===== src/rtl/chip8_pkg.sv =====
// Shared CHIP-8 display geometry and the sprite blitter state encoding.
package chip8_pkg;

  localparam int FB_ROW_WORDS = 8;
  localparam int FB_ROWS      = 64;
  localparam int LORES_W      = 64;
  localparam int LORES_H      = 32;
  localparam int HIRES_W      = 128;
  localparam int HIRES_H      = 64;

  typedef enum logic [3:0] {
    IDLE,
    FETCH,
    BYTE0,
    BYTE1,
    RD0,
    WR0,
    RD1,
    WR1,
    NEXT,
    DONE
  } blit_state_t;

endpackage


===== src/rtl/sprite_blit_if.sv =====
// Sprite blitter bus bundle: CPU command/status, sprite memory read port and framebuffer port.
interface sprite_blit_if #(
  parameter int FB_AW  = 9,
  parameter int MEM_AW = 12
);

  logic              start;
  logic              hires;
  logic [6:0]        x;
  logic [5:0]        y;
  logic [3:0]        n;
  logic [MEM_AW-1:0] iReg;
  logic [MEM_AW-1:0] memAddr;
  logic [7:0]        memData;
  logic [FB_AW-1:0]  fbAddr;
  logic [15:0]       fbRdata;
  logic [15:0]       fbWdata;
  logic              fbWe;
  logic              busy;
  logic              done;
  logic [7:0]        vf;

  modport master (
    output start, hires, x, y, n, iReg, memData, fbRdata,
    input  memAddr, fbAddr, fbWdata, fbWe, busy, done, vf
  );

  modport slave (
    input  start, hires, x, y, n, iReg, memData, fbRdata,
    output memAddr, fbAddr, fbWdata, fbWe, busy, done, vf
  );

endinterface


===== src/rtl/sprite_shift.sv =====
// Places a left-aligned sprite row at a pixel offset inside a two-word window.
module sprite_shift (
  input  logic [15:0] pattern,
  input  logic [3:0]  offset,
  output logic [15:0] mask0,
  output logic [15:0] mask1
);

  logic [31:0] window;

  assign window = {pattern, 16'h0000} >> offset;
  assign mask0  = window[31:16];
  assign mask1  = window[15:0];

endmodule


===== src/rtl/sprite_blit.sv =====
// CHIP-8 DXYN draw engine: XORs sprite rows into the word framebuffer and reports VF.
// Build option SCHIP_ROWCOUNT_EN: hires VF counts collided rows plus rows clipped at the bottom.
//
// state | meaning
// IDLE  | waiting for start
// FETCH | present first sprite byte address
// BYTE0 | capture first byte; present second byte address when 16 wide
// BYTE1 | capture second byte
// RD0   | read left framebuffer word
// WR0   | write left word back with sprite XORed in
// RD1   | read right framebuffer word
// WR1   | write right word back
// NEXT  | row bookkeeping, decide next row or finish
// DONE  | completion pulse, vf valid
module sprite_blit
  import chip8_pkg::*;
#(
  parameter int FB_AW  = 9,
  parameter int MEM_AW = 12
) (
  input logic          clk,
  input logic          rst_n,
  sprite_blit_if.slave bus
);

  blit_state_t       state, nextState;
  logic              hiresL, wideL, rowHit;
  logic [6:0]        xL, rowY, height;
  logic [4:0]        rowsLeft, hitRows, hitTotal;
  logic [MEM_AW-1:0] memPtr;
  logic [15:0]       pat, mask0, mask1;
  logic [7:0]        vfReg, vfResult;
  logic [2:0]        word0;
  logic [3:0]        word1, wordLimit;
  logic              lastRow, clipNext, finish, word1Ok;

  sprite_shift uShift (
    .pattern (pat),
    .offset  (xL[3:0]),
    .mask0   (mask0),
    .mask1   (mask1)
  );

  assign word0     = xL[6:4];
  assign word1     = {1'b0, word0} + 4'd1;
  assign wordLimit = hiresL ? 4'(HIRES_W / 16) : 4'(LORES_W / 16);
  assign height    = hiresL ? 7'(HIRES_H) : 7'(LORES_H);
  assign word1Ok   = (mask1 != 16'h0000) && (word1 < wordLimit);
  assign lastRow   = rowsLeft == 5'd1;
  assign clipNext  = (rowY + 7'd1) >= height;
  assign finish    = lastRow || clipNext;
  assign hitTotal  = hitRows + {4'd0, rowHit};

`ifdef SCHIP_ROWCOUNT_EN
  logic [4:0] clipRows;
  assign clipRows = lastRow ? 5'd0 : rowsLeft - 5'd1;
  assign vfResult = hiresL ? 8'(hitTotal + clipRows) : {7'd0, hitTotal != 5'd0};
`else
  assign vfResult = {7'd0, hitTotal != 5'd0};
`endif

  always_comb begin
    nextState   = state;
    bus.memAddr = '0;
    bus.fbAddr  = '0;
    bus.fbWdata = '0;
    bus.fbWe    = 1'b0;
    case (state)
      IDLE:  if (bus.start) nextState = FETCH;
      FETCH: begin
        bus.memAddr = memPtr;
        nextState   = BYTE0;
      end
      BYTE0: begin
        if (wideL) begin
          bus.memAddr = memPtr + MEM_AW'(1);
          nextState   = BYTE1;
        end else begin
          nextState   = RD0;
        end
      end
      BYTE1: nextState = RD0;
      RD0: begin
        bus.fbAddr = FB_AW'({rowY[5:0], word0});
        nextState  = WR0;
      end
      // address held from the read cycle so the write lands on the word just read
      WR0: begin
        bus.fbAddr  = FB_AW'({rowY[5:0], word0});
        bus.fbWe    = 1'b1;
        bus.fbWdata = bus.fbRdata ^ mask0;
        nextState   = word1Ok ? RD1 : NEXT;
      end
      RD1: begin
        bus.fbAddr = FB_AW'({rowY[5:0], word1[2:0]});
        nextState  = WR1;
      end
      WR1: begin
        bus.fbAddr  = FB_AW'({rowY[5:0], word1[2:0]});
        bus.fbWe    = 1'b1;
        bus.fbWdata = bus.fbRdata ^ mask1;
        nextState   = NEXT;
      end
      NEXT:    nextState = finish ? DONE : FETCH;
      DONE:    nextState = IDLE;
      default: nextState = IDLE;
    endcase
  end

  assign bus.busy = (state != IDLE) && (state != DONE);
  assign bus.done = state == DONE;
  assign bus.vf   = vfReg;

  always_ff @(posedge clk or negedge rst_n) begin
    if (!rst_n) begin
      state    <= IDLE;
      hiresL   <= 1'b0;
      wideL    <= 1'b0;
      xL       <= '0;
      rowY     <= '0;
      rowsLeft <= '0;
      memPtr   <= '0;
      pat      <= '0;
      rowHit   <= 1'b0;
      hitRows  <= '0;
      vfReg    <= '0;
    end else begin
      state <= nextState;
      case (state)
        IDLE: begin
          if (bus.start) begin
            hiresL   <= bus.hires;
            wideL    <= bus.hires && (bus.n == 4'd0);
            xL       <= bus.hires ? bus.x : {1'b0, bus.x[5:0]};
            rowY     <= bus.hires ? {1'b0, bus.y} : {2'b00, bus.y[4:0]};
            rowsLeft <= (bus.n == 4'd0) ? 5'd16 : {1'b0, bus.n};
            memPtr   <= bus.iReg;
            rowHit   <= 1'b0;
            hitRows  <= '0;
            vfReg    <= '0;
          end
        end
        BYTE0: pat       <= {bus.memData, 8'h00};
        BYTE1: pat[7:0]  <= bus.memData;
        WR0:   rowHit    <= rowHit | (|(bus.fbRdata & mask0));
        WR1:   rowHit    <= rowHit | (|(bus.fbRdata & mask1));
        NEXT: begin
          hitRows  <= hitTotal;
          rowHit   <= 1'b0;
          memPtr   <= memPtr + (wideL ? MEM_AW'(2) : MEM_AW'(1));
          rowY     <= rowY + 7'd1;
          rowsLeft <= rowsLeft - 5'd1;
          if (finish) vfReg <= vfResult;
        end
        default: ;
      endcase
    end
  end

endmodule


===== src/flat_wrapper.sv =====
// flat-port wrapper written by rule: the top's interface ports become plain ports
module sprite_blit_flat import chip8_pkg::*;
#(
  parameter int FB_AW  = 9,
  parameter int MEM_AW = 12
)
  (clk, rst_n, bus_start, bus_hires, bus_x, bus_y, bus_n, bus_iReg, bus_memData, bus_fbRdata, bus_memAddr, bus_fbAddr, bus_fbWdata, bus_fbWe, bus_busy, bus_done, bus_vf);
  sprite_blit_if #(.FB_AW(FB_AW), .MEM_AW(MEM_AW)) bus_i ();
  input logic clk;
  input logic rst_n;
  input wire logic [$bits(bus_i.start)-1:0] bus_start;
  input wire logic [$bits(bus_i.hires)-1:0] bus_hires;
  input wire logic [$bits(bus_i.x)-1:0] bus_x;
  input wire logic [$bits(bus_i.y)-1:0] bus_y;
  input wire logic [$bits(bus_i.n)-1:0] bus_n;
  input wire logic [$bits(bus_i.iReg)-1:0] bus_iReg;
  input wire logic [$bits(bus_i.memData)-1:0] bus_memData;
  input wire logic [$bits(bus_i.fbRdata)-1:0] bus_fbRdata;
  output wire logic [$bits(bus_i.memAddr)-1:0] bus_memAddr;
  output wire logic [$bits(bus_i.fbAddr)-1:0] bus_fbAddr;
  output wire logic [$bits(bus_i.fbWdata)-1:0] bus_fbWdata;
  output wire logic [$bits(bus_i.fbWe)-1:0] bus_fbWe;
  output wire logic [$bits(bus_i.busy)-1:0] bus_busy;
  output wire logic [$bits(bus_i.done)-1:0] bus_done;
  output wire logic [$bits(bus_i.vf)-1:0] bus_vf;
  assign bus_i.start = bus_start;
  assign bus_i.hires = bus_hires;
  assign bus_i.x = bus_x;
  assign bus_i.y = bus_y;
  assign bus_i.n = bus_n;
  assign bus_i.iReg = bus_iReg;
  assign bus_i.memData = bus_memData;
  assign bus_i.fbRdata = bus_fbRdata;
  assign bus_memAddr = bus_i.memAddr;
  assign bus_fbAddr = bus_i.fbAddr;
  assign bus_fbWdata = bus_i.fbWdata;
  assign bus_fbWe = bus_i.fbWe;
  assign bus_busy = bus_i.busy;
  assign bus_done = bus_i.done;
  assign bus_vf = bus_i.vf;
  sprite_blit #(.FB_AW(FB_AW), .MEM_AW(MEM_AW)) u_core (.clk(clk), .rst_n(rst_n), .bus(bus_i));
endmodule

===== config.mk =====
export PLATFORM = sky130hd
export DESIGN_NAME = sprite_blit_flat
export DESIGN_NICKNAME = d
export VERILOG_FILES = /design/src/rtl/chip8_pkg.sv /design/src/rtl/sprite_blit_if.sv /design/src/rtl/sprite_shift.sv /design/src/rtl/sprite_blit.sv /design/src/flat_wrapper.sv
export SDC_FILE = /design/constraint.sdc
export NUM_CORES = 1
export LEC_CHECK = 0
export ABC_AREA = 1
export CORE_UTILIZATION = 53
export CTS_CLUSTER_SIZE = 28
export DETAILED_ROUTE_END_ITERATION = 10
export GPL_TIMING_DRIVEN = 0
export PLACE_DENSITY = 0.85
export SLEW_MARGIN = 20
export SYNTH_ARGS = -nofsm -noshare
export SYNTH_HDL_FRONTEND = slang
export SYNTH_SLANG_ARGS = --single-unit
export TNS_END_PERCENT = 10

===== constraint.sdc =====
create_clock -name clk -period 2.4 [get_ports clk]
set_input_delay 0.36 -clock clk [delete_from_list [all_inputs] [get_ports clk]]
set_output_delay 0.36 -clock clk [all_outputs]
set_load 0.05 [all_outputs]

==> impl_results.md <==
- Final Max Tran Viols: 0
- Final core utilization: 78.65%
- Period utilisation layout: 108.0%
- M1 wire length: 7128 um
- Actual slew at the worst max-slew pin: 0.5916 ns
- Crit path launch type: flop
- Num ports: 105
- Pwr Total: 0.01117 W
- Fillers: 666
- Initial antenna violation count: 0
- Worst-case vdd ir drop: 0.0009863 V
- WP data required: 2.04 ns
- CTS buffer count: 9
- Most frequent cells in the layout: 151 x nand2_1, 75 x nand3_1, 64 x inv_1, 58 x nor2_1, 57 x o21ai_0
- RSZ-0062 raised after global routing: true
- Layout Skew: 0.01381 ns
- Final net count: 987
- TritonCTS Sinks: 60
- Inserted Diodes: 0
- DR WL met3: 1863 um
- Post-synth EDFFs: 0
- Commonest non-fill, non-tap cell in the layout: nand2_1
- Setup crit end kind: output pin
- Vias in the first global route: 6187
- Die Area: 10010 um^2
- CTS root buf: clkbuf_8
- Warnings, synthesis: 0
- Starting Density: 54.87%
- P&R area growth vs syn: 43.36%
- TritonRoute pass-1 iters: 6
- Post-synthesis sequential area ratio: 29.48%
- DRT iter0 DRCs: 452
- Layout cells sized above 1: 27.04%
- WL met2: 9889 um
- Core Region: 9284 um^2
- Post-route DRC: 0
- Status: finished, violations left
- Grt ovf: 0
- CTS tree: built
- Die height: 100.0 um
- Die X: 100.0 um
- Dominant synthesized flop cell: dfrtp_1
- Largest net degree at the start of global routing: 38
- Pwr/cell area: 1530 nW/um^2
- Via density: 6.179
- Worst path arrival time: 2.23 ns
- Tmin final: 2.593 ns
- Max Clk Rate: 385.7 MHz
- Routed via count: 6488
- WL final: 19980 um
- Hold Vio Cnt, Final: 0
- Netlist cell types: 47
- Failing checks: negative setup slack
- Number of synthesized register bits: 60
- GPL Wtd Cong: 0.9537
- Post-Syn Area: 5094 um^2
- Skew-Pair Late Insertion Delay: 0.35 ns
- Cells after synthesis: 778
- Routed len/inst: 19.03 um
- Top sig layer: met4
- Mean Syn Cell Area: 6.547 um^2
- DP Wirelength: 13580 um
- Leak: 3.469 nW
- Setup CP Type: reg2out
- First-pass GRT wire length: 30070 um
- CTS Buffer Depth: 2
- Cell Rows: 35
- Crit-path max FO: 7
- H-tree depth: 3
- Port-buffer cells: 97
- FFs w/ async S/R, synth: 100.0%
- Max-Slew Margin vs Limit: 60.56%
- Max Cap Viol: 0
- Hold Crit Class: in2async
- Post-route ant nets: 0
- Clock transition at the registers of the reported paths: 0.08 ns
- Count of final setup violators: 19
- Gr usage total: 38.57%
- Fin worst setup slack: -0.1926 ns
-- logic make-up after synthesis --
kind of cell / after synthesis / synth area share, %
fa+ha+maj: 14 / 3.586
other cells: 1 / 0.07362
compound gates: 144 / 16.70
xor+xnor: 20 / 3.439
simple gates: 419 / 36.06
flops: 60 / 29.48
mux: 2 / 0.3930
buf+inv: 118 / 10.27
-- cells in the mapped netlist, drive strengths merged (3+ instances only) --
| cell | count | area, um^2 |
|---|---|---|
| o21ai | 69 | 345.3 |
| o22ai | 13 | 81.33 |
| nand3 | 125 | 625.6 |
| buf | 31 | 193.9 |
| nand2 | 186 | 700.7 |
| a21oi | 30 | 153.9 |
| xor2 | 19 | 166.4 |
| nand4 | 10 | 62.56 |
| nor2 | 71 | 276.5 |
| nor3 | 20 | 116.4 |
| o211ai | 4 | 30.03 |
| dfrtp | 60 | 1501 |
| a221oi | 3 | 26.28 |
| nand3b | 3 | 22.52 |
| clkbuf | 11 | 41.29 |
| a22o | 3 | 26.28 |
| inv | 76 | 287.8 |
| a31oi | 9 | 68.81 |
| o221ai | 6 | 52.55 |
| ha | 13 | 162.7 |
-- report_power, final --
group          leakage (nW)  switching, W  total [W]  internal [W]
clock                 0.122      0.000476    0.00119      0.000719
sequential            0.749      0.000461    0.00190       0.00144
combinational          2.60       0.00540    0.00807       0.00268
total                  3.47       0.00633     0.0112       0.00484
-- final timing paths --
check	slack, ns	start	cells after the start	endpoint
max reg2reg	0.18	u_core.rowY[0]	11	u_core.bus.vf[0]
min in group clk	0.50	u_core.bus.vf[0]	2	u_core.bus.vf[0]
min reg2reg	0.50	u_core.bus.vf[0]	2	u_core.bus.vf[0]
min	0.44	rst_n	2	u_core.memPtr[11]
max in group asynchronous	1.42	rst_n	3	u_core.state[0]
max	-0.19	u_core.xL[0]	11	bus_fbWdata[6]
-- critical path, cell delays in order (launching register included) --
cell and delay, ns:
dfrtp_1 0.40, buf_6 0.16, buf_4 0.14, nand2_1 0.09
nand3_2 0.13, nand3_1 0.24, nand3_2 0.15, nand3_1 0.10
nand2_1 0.07, o21ai_0 0.14, a21oi_1 0.06, buf_4 0.19
-- through the flow --
| step | TNS, ns | std cells | worst slack [ns] | hold slack, ns | cell area, um^2 |
|---|---|---|---|---|---|
| after floorplan | -1.550 | 784 | -0.2557 | 0.06441 | 5122 |
| after global placement | -69.48 | 1010 | -0.9352 | 0.4755 | 6255 |
| after detailed placement | -14.36 | 1011 | -0.7240 | 0.2815 | 6272 |
| after CTS | -1.334 | 1039 | -0.1252 | 0.4669 | 6770 |
| after global routing | -4.223 | 1050 | -0.2922 | 0.4883 | 7302 |
| final | -2.213 | 1050 | -0.1926 | 0.4412 | 7302 |
-- cell type report --
type / instances / area, um^2 / area share [%]
multi-input combinational: 606 / 3679 / 50.38
sequential: 60 / 1506 / 20.63
timing repair buffer: 120 / 1122 / 15.37
inverter: 76 / 300.3 / 4.112
buffer: 42 / 277.8 / 3.804
tap: 129 / 161.4 / 2.210
clock buffer: 10 / 137.6 / 1.885
clock inverter: 6 / 111.4 / 1.525
timing repair inverter: 1 / 6.256 / 0.08568
-- routing by layer --
layer | track usage, % | up-vias
li1 | - | 2910
met1 | 44.80 | 3022
met2 | 67.06 | 443
met3 | 7.103 | 113
met4 | 21.85 | 0
met5 | 0 | -
-- sequential cells by signal, summed over array words and instances, names as in the netlist --
register and flops:
u_core.bus.vf 1, u_core.xL 7, u_core.pat 16, u_core.wideL 1, u_core.hitRows 5, u_core.rowY 7
u_core.hiresL 1, u_core.rowHit 1, u_core.state 4, u_core.memPtr 12, u_core.rowsLeft 5
-- timing repair --
item                                    CTS  global route
endpoints found under the setup margin   40            33
cloned                                    1             3
hold endpoints to repair                 23             0
hold buffers                              1             0
gates resized for setup                 260           123
pin swaps                                13            28
buffers inserted                         10             8
No activity file was read; power rests on OpenSTA's default activity.
